==> config.mk <==
export PLATFORM = sky130hd
export DESIGN_NAME = clock_mode_ctrl
export DESIGN_NICKNAME = d
export VERILOG_FILES = /design/src/rtl/clock_pkg.sv /design/src/rtl/wrap_step.sv /design/src/rtl/clock_mode_ctrl.sv
export SDC_FILE = /design/constraint.sdc
export NUM_CORES = 1
export LEC_CHECK = 0
export ABC_CLOCK_PERIOD_IN_PS = 4000
export BUFFER_PORTS_ARGS = -buffer_cell sky130_fd_sc_hd__buf_2
export CORE_MARGIN = 1.5
export CORE_UTILIZATION = 56
export DETAILED_ROUTE_END_ITERATION = 7
export HOLD_SLACK_MARGIN = 0.02
export PLACE_DENSITY = 0.81
export SLEW_MARGIN = 20
export SYNTH_ARGS = -nofsm -noshare
export SYNTH_HDL_FRONTEND = slang
export SYNTH_HIERARCHICAL = 1
export SYNTH_SLANG_ARGS = --single-unit
==> constraint.sdc <==
create_clock -name clk -period 4 [get_ports clk]
set_input_delay 0.8 -clock clk [delete_from_list [all_inputs] [get_ports clk]]
set_output_delay 0.8 -clock clk [all_outputs]
set_load 0.02 [all_outputs]
==> src/rtl/clock_pkg.sv <==
// rtl/clock_pkg.sv - shared encodings and field limits for the clock mode controller
package clock_pkg;

   localparam int HR_W   = 5;
   localparam int MS_W   = 6;
   localparam int HR_MAX = 23;
   localparam int MS_MAX = 59;

   typedef logic [1:0] mode_t;

   localparam mode_t MODE_CLK = 2'b00;
   localparam mode_t MODE_SW  = 2'b01;
   localparam mode_t MODE_TMR = 2'b10;
   localparam mode_t MODE_ALM = 2'b11;

   localparam logic [2:0] ST_RUN      = 3'd0;
   localparam logic [2:0] ST_EDIT_HR  = 3'd1;
   localparam logic [2:0] ST_EDIT_MIN = 3'd2;
   localparam logic [2:0] ST_EDIT_SEC = 3'd3;
   localparam logic [2:0] ST_COMMIT   = 3'd4;

endpackage

==> src/rtl/wrap_step.sv <==
// rtl/wrap_step.sv - combinational +/-1 step of a field that wraps between 0 and MAX
module wrap_step #(
   parameter int W   = 6,
   parameter int MAX = 59
) (
   input  logic [W-1:0] val,
   input  logic         inc,
   output logic [W-1:0] res
);

   always_comb begin
      res = val;
      if (inc) begin
         res = (val >= W'(MAX)) ? '0 : val + 1'b1;
      end else begin
         res = (val == '0) ? W'(MAX) : val - 1'b1;
      end
   end

endmodule

==> src/rtl/clock_mode_ctrl.sv <==
// rtl/clock_mode_ctrl.sv - button-driven mode select, preset registers and time edit FSM
module clock_mode_ctrl
   import clock_pkg::*;
#(
   parameter int HR_MAX    = clock_pkg::HR_MAX,
   parameter int MS_MAX    = clock_pkg::MS_MAX,
   parameter int TIMEOUT_S = 10
) (
   input  logic            clk,
   input  logic            rst,
   input  logic            tick_1hz,
   input  logic            btn_mode,
   input  logic            btn_set,
   input  logic            btn_up,
   input  logic            btn_down,
   input  logic [HR_W-1:0] cur_hr,
   input  logic [MS_W-1:0] cur_min,
   input  logic [MS_W-1:0] cur_sec,
   output logic [1:0]      mode_sel,
   output logic            edit_act,
   output logic [1:0]      edit_fld,
   output logic [HR_W-1:0] set_hr,
   output logic [MS_W-1:0] set_min,
   output logic [MS_W-1:0] set_sec,
   output logic            load_time,
   output logic [HR_W-1:0] alarm_hr,
   output logic [MS_W-1:0] alarm_min,
   output logic [MS_W-1:0] alarm_sec,
   output logic            alarm_en,
   output logic [HR_W-1:0] timer_hr,
   output logic [MS_W-1:0] timer_min,
   output logic [MS_W-1:0] timer_sec,
   output logic            timer_load,
   output logic            timer_start,
   output logic            sw_run,
   output logic            sw_rst
);

   localparam int TO_W = $clog2(TIMEOUT_S + 1);

   logic [2:0]      state;
   logic [TO_W-1:0] to_cnt;
   logic [HR_W-1:0] hr_step;
   logic [MS_W-1:0] min_step;
   logic [MS_W-1:0] sec_step;

   // up outranks down, so the step direction is simply btn_up
   wrap_step #(.W(HR_W), .MAX(HR_MAX)) u_step_hr (
      .val (set_hr),
      .inc (btn_up),
      .res (hr_step)
   );

   wrap_step #(.W(MS_W), .MAX(MS_MAX)) u_step_min (
      .val (set_min),
      .inc (btn_up),
      .res (min_step)
   );

   wrap_step #(.W(MS_W), .MAX(MS_MAX)) u_step_sec (
      .val (set_sec),
      .inc (btn_up),
      .res (sec_step)
   );

   always_ff @(posedge clk or posedge rst) begin
      if (rst) begin
         state       <= ST_RUN;
         to_cnt      <= '0;
         mode_sel    <= MODE_CLK;
         edit_act    <= 1'b0;
         edit_fld    <= 2'd0;
         set_hr      <= '0;
         set_min     <= '0;
         set_sec     <= '0;
         load_time   <= 1'b0;
         alarm_hr    <= '0;
         alarm_min   <= '0;
         alarm_sec   <= '0;
         alarm_en    <= 1'b0;
         timer_hr    <= '0;
         timer_min   <= '0;
         timer_sec   <= '0;
         timer_load  <= 1'b0;
         timer_start <= 1'b0;
         sw_run      <= 1'b0;
         sw_rst      <= 1'b0;
      end else begin
         load_time   <= 1'b0;
         timer_load  <= 1'b0;
         timer_start <= 1'b0;
         sw_rst      <= 1'b0;

         case (state)
            ST_RUN: begin
               to_cnt <= '0;
               if (btn_mode) begin
                  mode_sel <= mode_sel + 2'd1;
               end else if (btn_set) begin
                  if (mode_sel == MODE_SW) begin
                     sw_run <= ~sw_run;
                  end else begin
                     state    <= ST_EDIT_HR;
                     edit_act <= 1'b1;
                     edit_fld <= 2'd0;
                     case (mode_sel)
                        MODE_CLK: begin
                           set_hr  <= cur_hr;
                           set_min <= cur_min;
                           set_sec <= cur_sec;
                        end
                        MODE_TMR: begin
                           set_hr  <= timer_hr;
                           set_min <= timer_min;
                           set_sec <= timer_sec;
                        end
                        default: begin
                           set_hr  <= alarm_hr;
                           set_min <= alarm_min;
                           set_sec <= alarm_sec;
                        end
                     endcase
                  end
               end else if (btn_up) begin
                  case (mode_sel)
                     MODE_SW:  sw_rst      <= 1'b1;
                     MODE_TMR: timer_start <= 1'b1;
                     MODE_ALM: alarm_en    <= ~alarm_en;
                     default:  ;
                  endcase
               end
            end

            ST_EDIT_HR, ST_EDIT_MIN, ST_EDIT_SEC: begin
               if (btn_mode) begin
                  state    <= ST_RUN;
                  edit_act <= 1'b0;
                  edit_fld <= 2'd0;
                  to_cnt   <= '0;
               end else if (btn_set) begin
                  to_cnt <= '0;
                  case (state)
                     ST_EDIT_HR: begin
                        state    <= ST_EDIT_MIN;
                        edit_fld <= 2'd1;
                     end
                     ST_EDIT_MIN: begin
                        state    <= ST_EDIT_SEC;
                        edit_fld <= 2'd2;
                     end
                     default: begin
                        // commit side effects land on the same edge as entering COMMIT
                        state    <= ST_COMMIT;
                        edit_act <= 1'b0;
                        case (mode_sel)
                           MODE_CLK: load_time <= 1'b1;
                           MODE_TMR: begin
                              timer_hr   <= set_hr;
                              timer_min  <= set_min;
                              timer_sec  <= set_sec;
                              timer_load <= 1'b1;
                           end
                           MODE_ALM: begin
                              alarm_hr  <= set_hr;
                              alarm_min <= set_min;
                              alarm_sec <= set_sec;
                           end
                           default: ;
                        endcase
                     end
                  endcase
               end else if (btn_up || btn_down) begin
                  to_cnt <= '0;
                  case (state)
                     ST_EDIT_HR:  set_hr  <= hr_step;
                     ST_EDIT_MIN: set_min <= min_step;
                     default:     set_sec <= sec_step;
                  endcase
               end else if (tick_1hz) begin
                  if (to_cnt == TO_W'(TIMEOUT_S - 1)) begin
                     state    <= ST_RUN;
                     edit_act <= 1'b0;
                     edit_fld <= 2'd0;
                     to_cnt   <= '0;
                  end else begin
                     to_cnt <= to_cnt + 1'b1;
                  end
               end
            end

            ST_COMMIT: begin
               state    <= ST_RUN;
               edit_fld <= 2'd0;
            end

            default: begin
               state    <= ST_RUN;
               edit_act <= 1'b0;
               edit_fld <= 2'd0;
            end
         endcase
      end
   end

endmodule

==> impl_metrics.toml <==
[placement]
place_congestion = 0.910
hpwlAfterDp_mm = 7.23
io_buffers = 85
detailedPlace.worstSlack_ps = 1360

[yosys]
syn_avg_cell_area_sq_um = 10.0
synth_nets = 477
yosysWarnings = 6
synth-edff-count = 0
synth.distinct_cells = 67
synthFlopType = "dfrtp_1"
syn-instance-count = 439
syn_area_sq_um = 4410
ys_seq_elements = 69
yosysSeqAreaShare_pct = 39.2
synthArstFlopShare_pct = 100

[timing]
skew_ps = 7.68
slew_violations = 0
tightest_slew_ps = 948
max_freq_mhz = 407
hold_viol = 0
fin_crit_ps = 2460
setup_violations = 0
rsz0062_at_grt = "no"
tns_ps = 0
slew_headroom_pct = 36.8
fin_crit_sh_pct = 61.4
layout_setup_ws_ps = 1540

[drt]
wirelength_met1_mm = 4.89
vias = 3817
drt_iter0_drc = 289
dr.max_layer_used = "met4"
drc = 0
vias_per_cell = 6.19
avgRoutedWirePerCell_um = 17.8
wl_met2_mm = 5.10
drt_wl_total_mm = 11.0
dr.pass1.iters = 5
wl_met3_um = 800
drtAntennaViolNets = 0

[critical_path]
r2r_slack_ps = 1540
cp.arrival_ps = 2680
critPathKind = "reg2reg"
end_kind = "flop"
crit_required_ps = 4220
path_max_fanout = 20
reg2reg_depth = 7
startpoint_type = "flop"

[floorplan]
initial_core_util_pct = 57.3
rows = 32
core_area_sq_um = 7690
die_w_um = 91.7
die-area_sq_um = 8410
die_h_um = 91.7
io_pins = 86

[cts]
clock_latency_ps = 340
clock-sinks = 69
cts_resized = 0
cts_max_level = 3
numCtsBuffers = 9
post_cts_buffers = 0
cts_buffer_depth = 2
clk_pin_slew_ps = 70
cts-root-buf = "clkbuf_8"
holdBufCountCts = 0
cts_tree = "done"

[hold_path]
hp-class = "reg2reg"
hold_depth = 1

[power_and_ir_drop]
power_density_nw_per_um2 = 831
swShare_pct = 47.9
p_sw_mw = 1.99
seqPwrFrac_pct = 34.8
ir_drop_v = 0.000510
p_leak_nw = 2.45
internal_power_mw = 2.16
comb_power_share_pct = 52.5
p_clk_share_pct = 12.7

[layout]
syn_to_final_growth_pct = 13.3
layout.nets = 549
fillers = 638
drive_gt1_share_pct = 33.8
n_antenna_cell = 0

[run_status]
outcome = "finished clean"

[global_route]
antenna_found_initial = 0
grt_max_degree = 52
grt_usage_pct = 27.0
first_global_vias = 3518
overflow = 0
grt_pass1_wl_mm = 18.0

[run]
drv_cap = 0
-- final cells by class --
type	count	area (sq um)	area share (%)
clock buffer	14	173	3.46
clock inverter	1	5.00	0.100
inverter	23	86.3	1.73
multi-input combinational	319	2420	48.4
sequential	69	1730	34.6
tap	102	128	2.56
timing repair buffer	89	455	9.13
-- Yosys cell counts, types with 4 or more instances --
library cell / instances / share of area [%]
a21o_1: 4 / 0.68
a21oi_1: 16 / 1.8
a22oi_1: 17 / 2.9
a31oi_1: 23 / 3.3
a32oi_1: 4 / 0.80
buf_2: 9 / 1.0
buf_6: 7 / 1.8
clkbuf_1: 8 / 0.68
dfrtp_1: 69 / 39
ha_1: 14 / 4.0
inv_1: 23 / 2.0
mux2_2: 34 / 8.7
mux2_4: 19 / 6.5
nand2_1: 32 / 2.7
nand2b_1: 6 / 0.85
nand3_1: 13 / 1.5
nor2_1: 33 / 2.8
nor2b_1: 5 / 0.71
nor3_1: 8 / 0.91
o21ai_0: 14 / 1.6
o22ai_1: 4 / 0.57
xnor2_1: 4 / 0.80
-- worst max-delay path, cell delays in order, from the launching register on --
cell	delay (ps)
dfrtp_1	450
inv_1	110
ha_1	790
nor2_1	210
buf_4	280
nand2_1	90
a31oi_1	130
mux2_2	290
-- placed cells by master (no fill, tap or decap), types with 5 or more instances in the layout --
master,instances
dfrtp_1,69
nor3_1,8
nand2_1,32
a22oi_1,17
nand3_1,13
mux2_4,19
o21ai_0,14
mux2_2,34
buf_2,85
ha_1,14
inv_1,22
a31oi_1,23
nor2_1,33
a21oi_1,16
nor2b_1,5
clkbuf_8,12
nand2b_1,6
-- state kept, by name (all words and copies together) (netlist names) --
register and flops:
timer_min 6, to_cnt 4, state 3, alarm_min 6
timer_load 1, timer_hr 5, set_sec 6, load_time 1
set_hr 5, timer_start 1, sw_run 1, alarm_hr 5
sw_rst 1, edit_fld 2, timer_sec 6, edit_act 1
mode_sel 2, alarm_en 1, alarm_sec 6, set_min 6
-- power groups by stage --
stage,Clock [mW],Sequential [mW],Combinational [mW]
floorplan,0,1.55,1.42
global placement,0,1.42,2.07
detailed placement,0,1.45,2.13
CTS,0.535,1.43,2.15
global route,0.562,1.50,2.35
finish,0.527,1.44,2.18
-- kinds of logic (layout without fill, tap and decap cells) --
group / after synthesis / in the layout / share of synthesized area (%)
and+or+nand+nor: 127 / 127 / 15.1
muxes: 53 / 53 / 15.2
DFF: 69 / 69 / 39.2
buffers and inverters: 51 / 127 / 6.02
xor gates and xnor gates: 5 / 5 / 0.994
adders and majority gates: 14 / 14 / 3.98
AOI/OAI and AO/OA: 120 / 120 / 19.5
-- routing by layer --
metal  track usage [%]  up-vias
met5                 0        -
met4              8.85        0
met3              3.23       21
met2              43.8      193
met1              37.9     1843
li1                  -     1760
-- final timing paths --
kind                              from            to
setup / recovery           mode_sel[0]    set_min[2]
hold / removal                  sw_run        sw_run
setup reg to reg           mode_sel[0]    set_min[2]
hold reg to reg                 sw_run        sw_run
max in group asynchronous          rst  timer_sec[1]
min in group asynchronous          rst   timer_hr[1]
-- stage by stage --
stage               area [sq um]  instances  hold slack [ps]  power (mW)  util [%]
global placement            4810        602              452        3.49      62.6
CTS                         4990        617              469        4.12      64.9
global route                4990        617              495        4.42      64.9
floorplan                   4410        439              466        2.97         -
detailed placement          4810        602              455        3.58      62.6
finish                      4990        617              466        4.15      64.9
(Power assumes the default switching activity.)
